[src/rtl/dct_link_pkg.sv]
// Shared definitions for the dct -> idct coupler.
//   BLK_DEF / BLK_LOG2 : default block size (coefficients per 8x8 block) and its log2
//   rd_state_e         : read-side FSM encoding
//   sat_signed()       : clamp a signed value into a w-bit two's-complement range
package dct_link_pkg;

    localparam int unsigned BLK_DEF  = 64;
    localparam int unsigned BLK_LOG2 = $clog2(BLK_DEF);

    typedef enum logic [1:0] {
        RD_IDLE  = 2'd0,
        RD_ARM   = 2'd1,
        RD_DRAIN = 2'd2
    } rd_state_e;

    function automatic logic signed [63:0] sat_signed(input logic signed [63:0] v,
                                                      input int unsigned        w);
        logic signed [63:0] hi;
        logic signed [63:0] lo;
        hi = (64'sd1 <<< (w - 1)) - 64'sd1;
        lo = -hi - 64'sd1;
        if (v > hi)
            return hi;
        else if (v < lo)
            return lo;
        else
            return v;
    endfunction

endpackage

[src/rtl/link_requant.sv]
// Combinational requantizer for the dct -> idct coupler.
// Optional feature macro: LINK_ROUND_EN (round-half-up with saturation instead of truncation).
// Ports:
//   up_dout_i  in  IN_W    signed dct coefficient
//   coef_o     out COEF_W  requantized coefficient (stored in the ping-pong buffer)
//   rd_coef_i  in  COEF_W  stored coefficient being prefetched for the idct
//   ext_o      out OUT_W   rd_coef_i sign-extended to the idct word width
module link_requant
    import dct_link_pkg::*;
#(
    parameter int unsigned IN_W  = 32,
    parameter int unsigned SHIFT = 18,
    parameter int unsigned OUT_W = 32,
    localparam int unsigned COEF_W = IN_W - SHIFT
) (
    input  logic [IN_W-1:0]   up_dout_i,
    output logic [COEF_W-1:0] coef_o,
    input  logic [COEF_W-1:0] rd_coef_i,
    output logic [OUT_W-1:0]  ext_o
);

`ifdef LINK_ROUND_EN
    localparam logic [IN_W:0] HALF = (IN_W + 1)'(1) << (SHIFT - 1);

    logic signed [IN_W:0]   sum;
    logic signed [COEF_W:0] shifted;

    // One extra bit keeps the rounding add from wrapping; only the positive
    // end can then exceed the COEF_W range, and sat_signed clamps it.
    always_comb begin
        sum     = $signed({up_dout_i[IN_W-1], up_dout_i}) + $signed(HALF);
        shifted = (COEF_W + 1)'(sum >>> SHIFT);
        coef_o  = COEF_W'(sat_signed(64'(shifted), COEF_W));
    end
`else
    logic unused_lsbs;

    // Truncating arithmetic shift is just the upper bit field.
    always_comb begin
        coef_o      = up_dout_i[IN_W-1:SHIFT];
        unused_lsbs = ^up_dout_i[SHIFT-1:0];
    end
`endif

    always_comb begin
        ext_o = {{(OUT_W - COEF_W){rd_coef_i[COEF_W-1]}}, rd_coef_i};
    end

endmodule

[src/rtl/dct_idct_link.sv]
// Coupler between the dct and idct cores: requantizes each dct coefficient,
// buffers 8x8 blocks in a two-bank ping-pong store and hands full blocks to
// the idct with a start/reading handshake.
// Optional feature macro: LINK_ROUND_EN (selected inside link_requant).
// Ports:
//   clk        in   1      rising-edge clock
//   reset      in   1      asynchronous, active-high
//   up_done    in   1      one coefficient on up_dout per high cycle
//   up_dout    in   IN_W   dct coefficient, signed
//   dn_start   out  1      a full bank is waiting for / being read by the idct
//   dn_reading in   1      head coefficient consumed on each edge with dn_start&dn_reading
//   dn_din     out  OUT_W  registered head coefficient of the bank being read
//   ovf        out  1      sticky: a coefficient was dropped, both banks full
//   blk_cnt    out  16     blocks fully delivered, wraps
module dct_idct_link
    import dct_link_pkg::*;
#(
    parameter int unsigned IN_W  = 32,
    parameter int unsigned SHIFT = 18,
    parameter int unsigned OUT_W = 32,
    parameter int unsigned BLK   = BLK_DEF
) (
    input  logic             clk,
    input  logic             reset,
    input  logic             up_done,
    input  logic [IN_W-1:0]  up_dout,
    output logic             dn_start,
    input  logic             dn_reading,
    output logic [OUT_W-1:0] dn_din,
    output logic             ovf,
    output logic [15:0]      blk_cnt
);

    localparam int unsigned COEF_W = IN_W - SHIFT;
    localparam int unsigned PTR_W  = $clog2(BLK);
    localparam logic [PTR_W-1:0] LAST = PTR_W'(BLK - 1);

    logic [COEF_W-1:0] mem_q [2*BLK];

    logic             wr_bank_q, wr_bank_d;
    logic [PTR_W-1:0] wr_ptr_q, wr_ptr_d;
    logic [1:0]       full_q, full_d;
    logic             ovf_q, ovf_d;

    rd_state_e        state_q, state_d;
    logic             rd_bank_q, rd_bank_d;
    logic [PTR_W-1:0] rd_ptr_q, rd_ptr_d;
    logic [PTR_W-1:0] rd_ptr_nx;
    logic             dn_start_q, dn_start_d;
    logic [OUT_W-1:0] dn_din_q, dn_din_d;
    logic [15:0]      blk_cnt_q, blk_cnt_d;

    logic             wr_en, set_full, clr_full;
    logic             pf_load, pf_clear;
    logic [PTR_W:0]   pf_addr;
    logic [COEF_W-1:0] wr_coef;
    logic [OUT_W-1:0] pf_ext;

    link_requant #(
        .IN_W (IN_W),
        .SHIFT(SHIFT),
        .OUT_W(OUT_W)
    ) u_requant (
        .up_dout_i(up_dout),
        .coef_o   (wr_coef),
        .rd_coef_i(mem_q[pf_addr]),
        .ext_o    (pf_ext)
    );

    assign rd_ptr_nx = rd_ptr_q + 1'b1;

    always_comb begin
        wr_bank_d  = wr_bank_q;
        wr_ptr_d   = wr_ptr_q;
        ovf_d      = ovf_q;
        wr_en      = 1'b0;
        set_full   = 1'b0;
        clr_full   = 1'b0;
        state_d    = state_q;
        rd_bank_d  = rd_bank_q;
        rd_ptr_d   = rd_ptr_q;
        dn_start_d = dn_start_q;
        blk_cnt_d  = blk_cnt_q;
        pf_load    = 1'b0;
        pf_clear   = 1'b0;
        pf_addr    = {rd_bank_q, rd_ptr_q};

        // write side
        if (up_done) begin
            if (full_q[wr_bank_q]) begin
                ovf_d = 1'b1;
            end else begin
                wr_en = 1'b1;
                if (wr_ptr_q == LAST) begin
                    set_full  = 1'b1;
                    wr_bank_d = ~wr_bank_q;
                    wr_ptr_d  = '0;
                end else begin
                    wr_ptr_d = wr_ptr_q + 1'b1;
                end
            end
        end

        // read side: every transition into a readable state prefetches the
        // next head word so dn_din is valid whenever dn_start is high
        case (state_q)
            RD_IDLE: begin
                if (full_q[rd_bank_q]) begin
                    state_d    = RD_ARM;
                    dn_start_d = 1'b1;
                    pf_load    = 1'b1;
                    pf_addr    = {rd_bank_q, {PTR_W{1'b0}}};
                end
            end
            RD_ARM, RD_DRAIN: begin
                if (dn_reading) begin
                    if (rd_ptr_q == LAST) begin
                        clr_full  = 1'b1;
                        rd_bank_d = ~rd_bank_q;
                        rd_ptr_d  = '0;
                        blk_cnt_d = blk_cnt_q + 16'd1;
                        if (full_q[~rd_bank_q]) begin
                            state_d = RD_ARM;
                            pf_load = 1'b1;
                            pf_addr = {~rd_bank_q, {PTR_W{1'b0}}};
                        end else begin
                            state_d    = RD_IDLE;
                            dn_start_d = 1'b0;
                            pf_clear   = 1'b1;
                        end
                    end else begin
                        state_d  = RD_DRAIN;
                        rd_ptr_d = rd_ptr_nx;
                        pf_load  = 1'b1;
                        pf_addr  = {rd_bank_q, rd_ptr_nx};
                    end
                end
            end
            default: begin
                state_d    = RD_IDLE;
                dn_start_d = 1'b0;
                pf_clear   = 1'b1;
            end
        endcase

        // set and clear always target different banks, so both apply
        full_d = full_q;
        if (clr_full)
            full_d[rd_bank_q] = 1'b0;
        if (set_full)
            full_d[wr_bank_q] = 1'b1;
    end

    always_comb begin
        dn_din_d = dn_din_q;
        if (pf_load)
            dn_din_d = pf_ext;
        else if (pf_clear)
            dn_din_d = '0;
    end

    always_ff @(posedge clk or posedge reset) begin
        if (reset) begin
            wr_bank_q  <= 1'b0;
            wr_ptr_q   <= '0;
            full_q     <= '0;
            ovf_q      <= 1'b0;
            state_q    <= RD_IDLE;
            rd_bank_q  <= 1'b0;
            rd_ptr_q   <= '0;
            dn_start_q <= 1'b0;
            dn_din_q   <= '0;
            blk_cnt_q  <= '0;
        end else begin
            wr_bank_q  <= wr_bank_d;
            wr_ptr_q   <= wr_ptr_d;
            full_q     <= full_d;
            ovf_q      <= ovf_d;
            state_q    <= state_d;
            rd_bank_q  <= rd_bank_d;
            rd_ptr_q   <= rd_ptr_d;
            dn_start_q <= dn_start_d;
            dn_din_q   <= dn_din_d;
            blk_cnt_q  <= blk_cnt_d;
        end
    end

    always_ff @(posedge clk) begin
        if (wr_en)
            mem_q[{wr_bank_q, wr_ptr_q}] <= wr_coef;
    end

    assign dn_start = dn_start_q;
    assign dn_din   = dn_din_q;
    assign ovf      = ovf_q;
    assign blk_cnt  = blk_cnt_q;

endmodule

[config.mk]
export PLATFORM = sky130hd
export DESIGN_NAME = dct_idct_link
export DESIGN_NICKNAME = d
export VERILOG_FILES = /design/src/rtl/dct_link_pkg.sv /design/src/rtl/link_requant.sv /design/src/rtl/dct_idct_link.sv
export SDC_FILE = /design/constraint.sdc
export NUM_CORES = 2
export LEC_CHECK = 0
export ABC_CLOCK_PERIOD_IN_PS = 3570
export CAP_MARGIN = 20
export CORE_MARGIN = 5
export CORE_UTILIZATION = 60
export CTS_CLUSTER_SIZE = 24
export DETAILED_ROUTE_END_ITERATION = 16
export DONT_BUFFER_PORTS = 1
export PLACE_DENSITY_LB_ADDON = 0.05
export REMOVE_ABC_BUFFERS = 1
export SKIP_CTS_REPAIR_TIMING = 1
export SLEW_MARGIN = 25
export SYNTH_ARGS = -nofsm -noshare
export SYNTH_HDL_FRONTEND = slang
export SYNTH_SLANG_ARGS = --single-unit
[constraint.sdc]
create_clock -name clk -period 3.57 [get_ports clk]
set_input_delay 0.357 -clock clk [delete_from_list [all_inputs] [get_ports clk]]
set_output_delay 0.357 -clock clk [all_outputs]
set_load 0.02 [all_outputs]
==> flow_summary.ini <==
[setup_path]
end_kind = flop
crit_required_ns = 4.25
worstPathCellList = buf_4 > ha_4 > nand3b_1 > a21oi_4 > buf_12 > buf_12 > buf_8 > mux2_2 > a221oi_2 > a21oi_1 > a32oi_1 > buf_4 > a31oi_2 > o41ai_4 > buf_4 > nand4_1
cp_common_cell = buf_4
worst-path-buf-inv = 6
crit_path_start_kind = flop
path_depth = 16
crit_path_end = dn_din[10]$_DFFE_PP0P_
worstSetupPathType = reg2reg
crit_arrival_ns = 4.44
max_stage_delay_ns = 0.42
timing.critical_path.from = state_q[1]$_DFFE_PP0P_
r2r-end = dn_din[10]$_DFFE_PP0P_
reg2regPathDepth = 16
cpMaxStageDelayCell = o41ai_4
timing.reg2reg.setup_slack_ns = -0.19
crit_fanout = 7
critical-path-top-delay-family = compound AO/OA/AOI/OAI gates
r2r_start = state_q[1]$_DFFE_PP0P_

[detailed_routing]
drtIter0Drc = 6483
vias_per_cell = 6.56
finalWirelength_mm = 224
first_pass_iters = 8
drc = 0
wl_per_cell_um = 28.7
antenna_left = 0
vias = 51200

[grt]
grt_pass1_vias = 48900
grt_max_degree = 129
antenna_found_initial = 2
overflow = 0
grt_use_total_pct = 32.0
grt_pass1_wl_mm = 321

[place]
gp_congestion = 0.904
pre_cts_ws_ns = -0.742
hpwlAfterDp_mm = 131
place_area_um2 = 82400
portBuffers = 0

[sta]
hold_slack_ns = -0.0134
hold_viol = 2
setup_violations = 14
maxSlewViolCount = 0
clock_skew_ns = 0.0270
fin_crit_sh_pct = 105
slew_headroom_pct = 26.2
layout_setup_ws_ns = -0.190
tightest_slew_ns = 1.10
max_freq_mhz = 266
rsz0062_at_grt = true
fin_crit_ns = 3.76

[power_and_ir_drop]
irDropWorstVdd_uv = 781
power_density_nw_per_um2 = 944
p_leak_nw = 31.5

[synth]
syn-instance-count = 5465
muxShareOfSynthArea_pct = 5.89
synth_edf_count = 1792
synth_compound_area_share_pct = 9.19
synth.distinct_cells = 79
synthTopCellsByArea = edfxtp_1 71%, nand2_1 5.2%, mux2i_1 4.6%
synth_seq_area_share_pct = 72.2
synth_top_area_cell = edfxtp_1
ys.flop_type = edfxtp_1
synth_area_um2 = 76300
synth_common_cells = 1792 x edfxtp_1, 1047 x nand2_1, 427 x nand3_1
synthSimpleGateAreaFrac_pct = 9.78
synth_warnings = 0
synth_top_family_by_area = simple AND/OR/NAND/NOR gates
synthArstFlopShare_pct = 2.71
synth_xor_area_share_pct = 0.264
yosysMostFrequentCell = edfxtp_1
synth_fa_ha_area_share_pct = 0.0820
ys_seq_elements = 1842
synth.avg_cell_area_um2 = 14.0
netlist.area_leader.share_pct = 70.6

[finish]
utilization_pct = 72.2
area_growth_pct = 19.2
drive_gt1_share_pct = 20.0
layout.nets = 6037
antenna_cells = 0
final_area_um2 = 90900

[clock_network]
cts.sink_count = 1842
cts_root_buf = clkbuf_16
htreeDepth = 4
clk_pin_slew_ns = 0.06
worstSkewPairLatency_ns = 0.82
cts_made_buffers = 183
clockBufferDepth = 3
cts_tree = done

[floorplanning]
die_x_um = 367
io_pins = 86
floorplan.initialDensity_pct = 60.6
die_area_um2 = 134000
fp-row-count = 130
core_um2 = 126000
chipHeight_um = 367

[status]
status = finished, violations left
violations = negative hold slack, negative setup slack

[min_path]
min_path_type = in2reg

[run]
drv_cap = 0
[tightest hold or removal path, stage by stage]
cell     delay [ns]
and2_1         0.24
nand2_1        0.09
o21ai_0        0.07
[cells in the final DEF, fill, tap and decap left out, types with 16 or more instances in the layout]
cell       instances
edfxtp_1        1792
nand3_1          423
a221o_1          157
buf_6             35
buf_12            75
inv_1             24
clkinv_1          35
bufinv_16         21
a32oi_1           86
buf_4            593
nand2_1         1044
clkbuf_1          45
clkbuf_16        206
mux2i_1          349
o21ai_0          195
o211ai_1          24
a31oi_1           58
a221oi_1          28
o22ai_1           52
a221oi_2          22
o221ai_1          16
nand4_1           46
mux2_2            62
nor4_1            21
clkinv_2          35
xnor2_1           16
nor2_1           147
dfrtp_1           47
a21oi_1          187
buf_16            17
[layer usage]
layer	vias to the layer above	track usage [%]	wire (um)
li1	22100	-	-
met1	25800	45.4	87500
met2	2846	49.8	105000
met3	428	6.70	24200
met4	2	11.1	7600
met5	-	0	13
[kinds of logic (layout without fill, tap and decap cells)]
kind of cell / after synthesis / in the layout
DFF: 1842 / 1842
and+or+nand+nor: 1749 / 1749
AOI/OAI and AO/OA: 986 / 986
buffers and inverters: 433 / 1119
muxes: 427 / 427
xor gates and xnor gates: 23 / 23
adders and majority gates: 5 / 5
[final cells by class]
cell class	instances	area (um^2)
clock buffers	241	5010
clock inverters	99	1050
fillers	8123	35000
inverters	29	110
multi-input cells	3190	20200
flip-flops and latches	1842	55100
well taps	1650	2060
repair buffers	750	7400
[report_power, final]
| group | internal (W) | total (W) | switching, W |
|---|---|---|---|
| clock network | 0.0114 | 0.0195 | 0.00809 |
| logic | 0.0164 | 0.0418 | 0.0254 |
| registers | 0.0242 | 0.0245 | 0.000362 |
[metrics by stage]
stage,total power [W],instances,TNS (ns)
after CTS,0.0810,7701,-3.99
after floorplan,0.0377,5061,-274.71
after global placement,0.0613,7361,-3.12
after global routing,0.0889,7801,-2.87
final,0.0858,7801,-1.44
after detailed placement,0.0616,7361,-3.43
[state kept, by name (all words and copies together) (netlist names)]
register	cells
mem_q	1792
blk_cnt	16
dn_din	14
rd_ptr_q	6
wr_ptr_q	6
full_q	2
state_q	2
dn_start	1
ovf	1
rd_bank_q	1
wr_bank_q	1
[how the worst min path moves through the flow]
stage / start / to / cells after the start
finish: dn_reading / rd_ptr_q[0]$_DFFE_PP0P_ / 3
floorplan: up_dout[18] / mem_q[0][0]$_DFFE_PP_ / 0
global route: dn_reading / rd_ptr_q[5]$_DFFE_PP0P_ / 3
global placement: up_dout[31] / mem_q[24][13]$_DFFE_PP_ / 0
detailed placement: up_dout[27] / mem_q[124][9]$_DFFE_PP_ / 0
CTS: up_dout[31] / mem_q[30][13]$_DFFE_PP_ / 0
(Power assumes the default switching activity.)
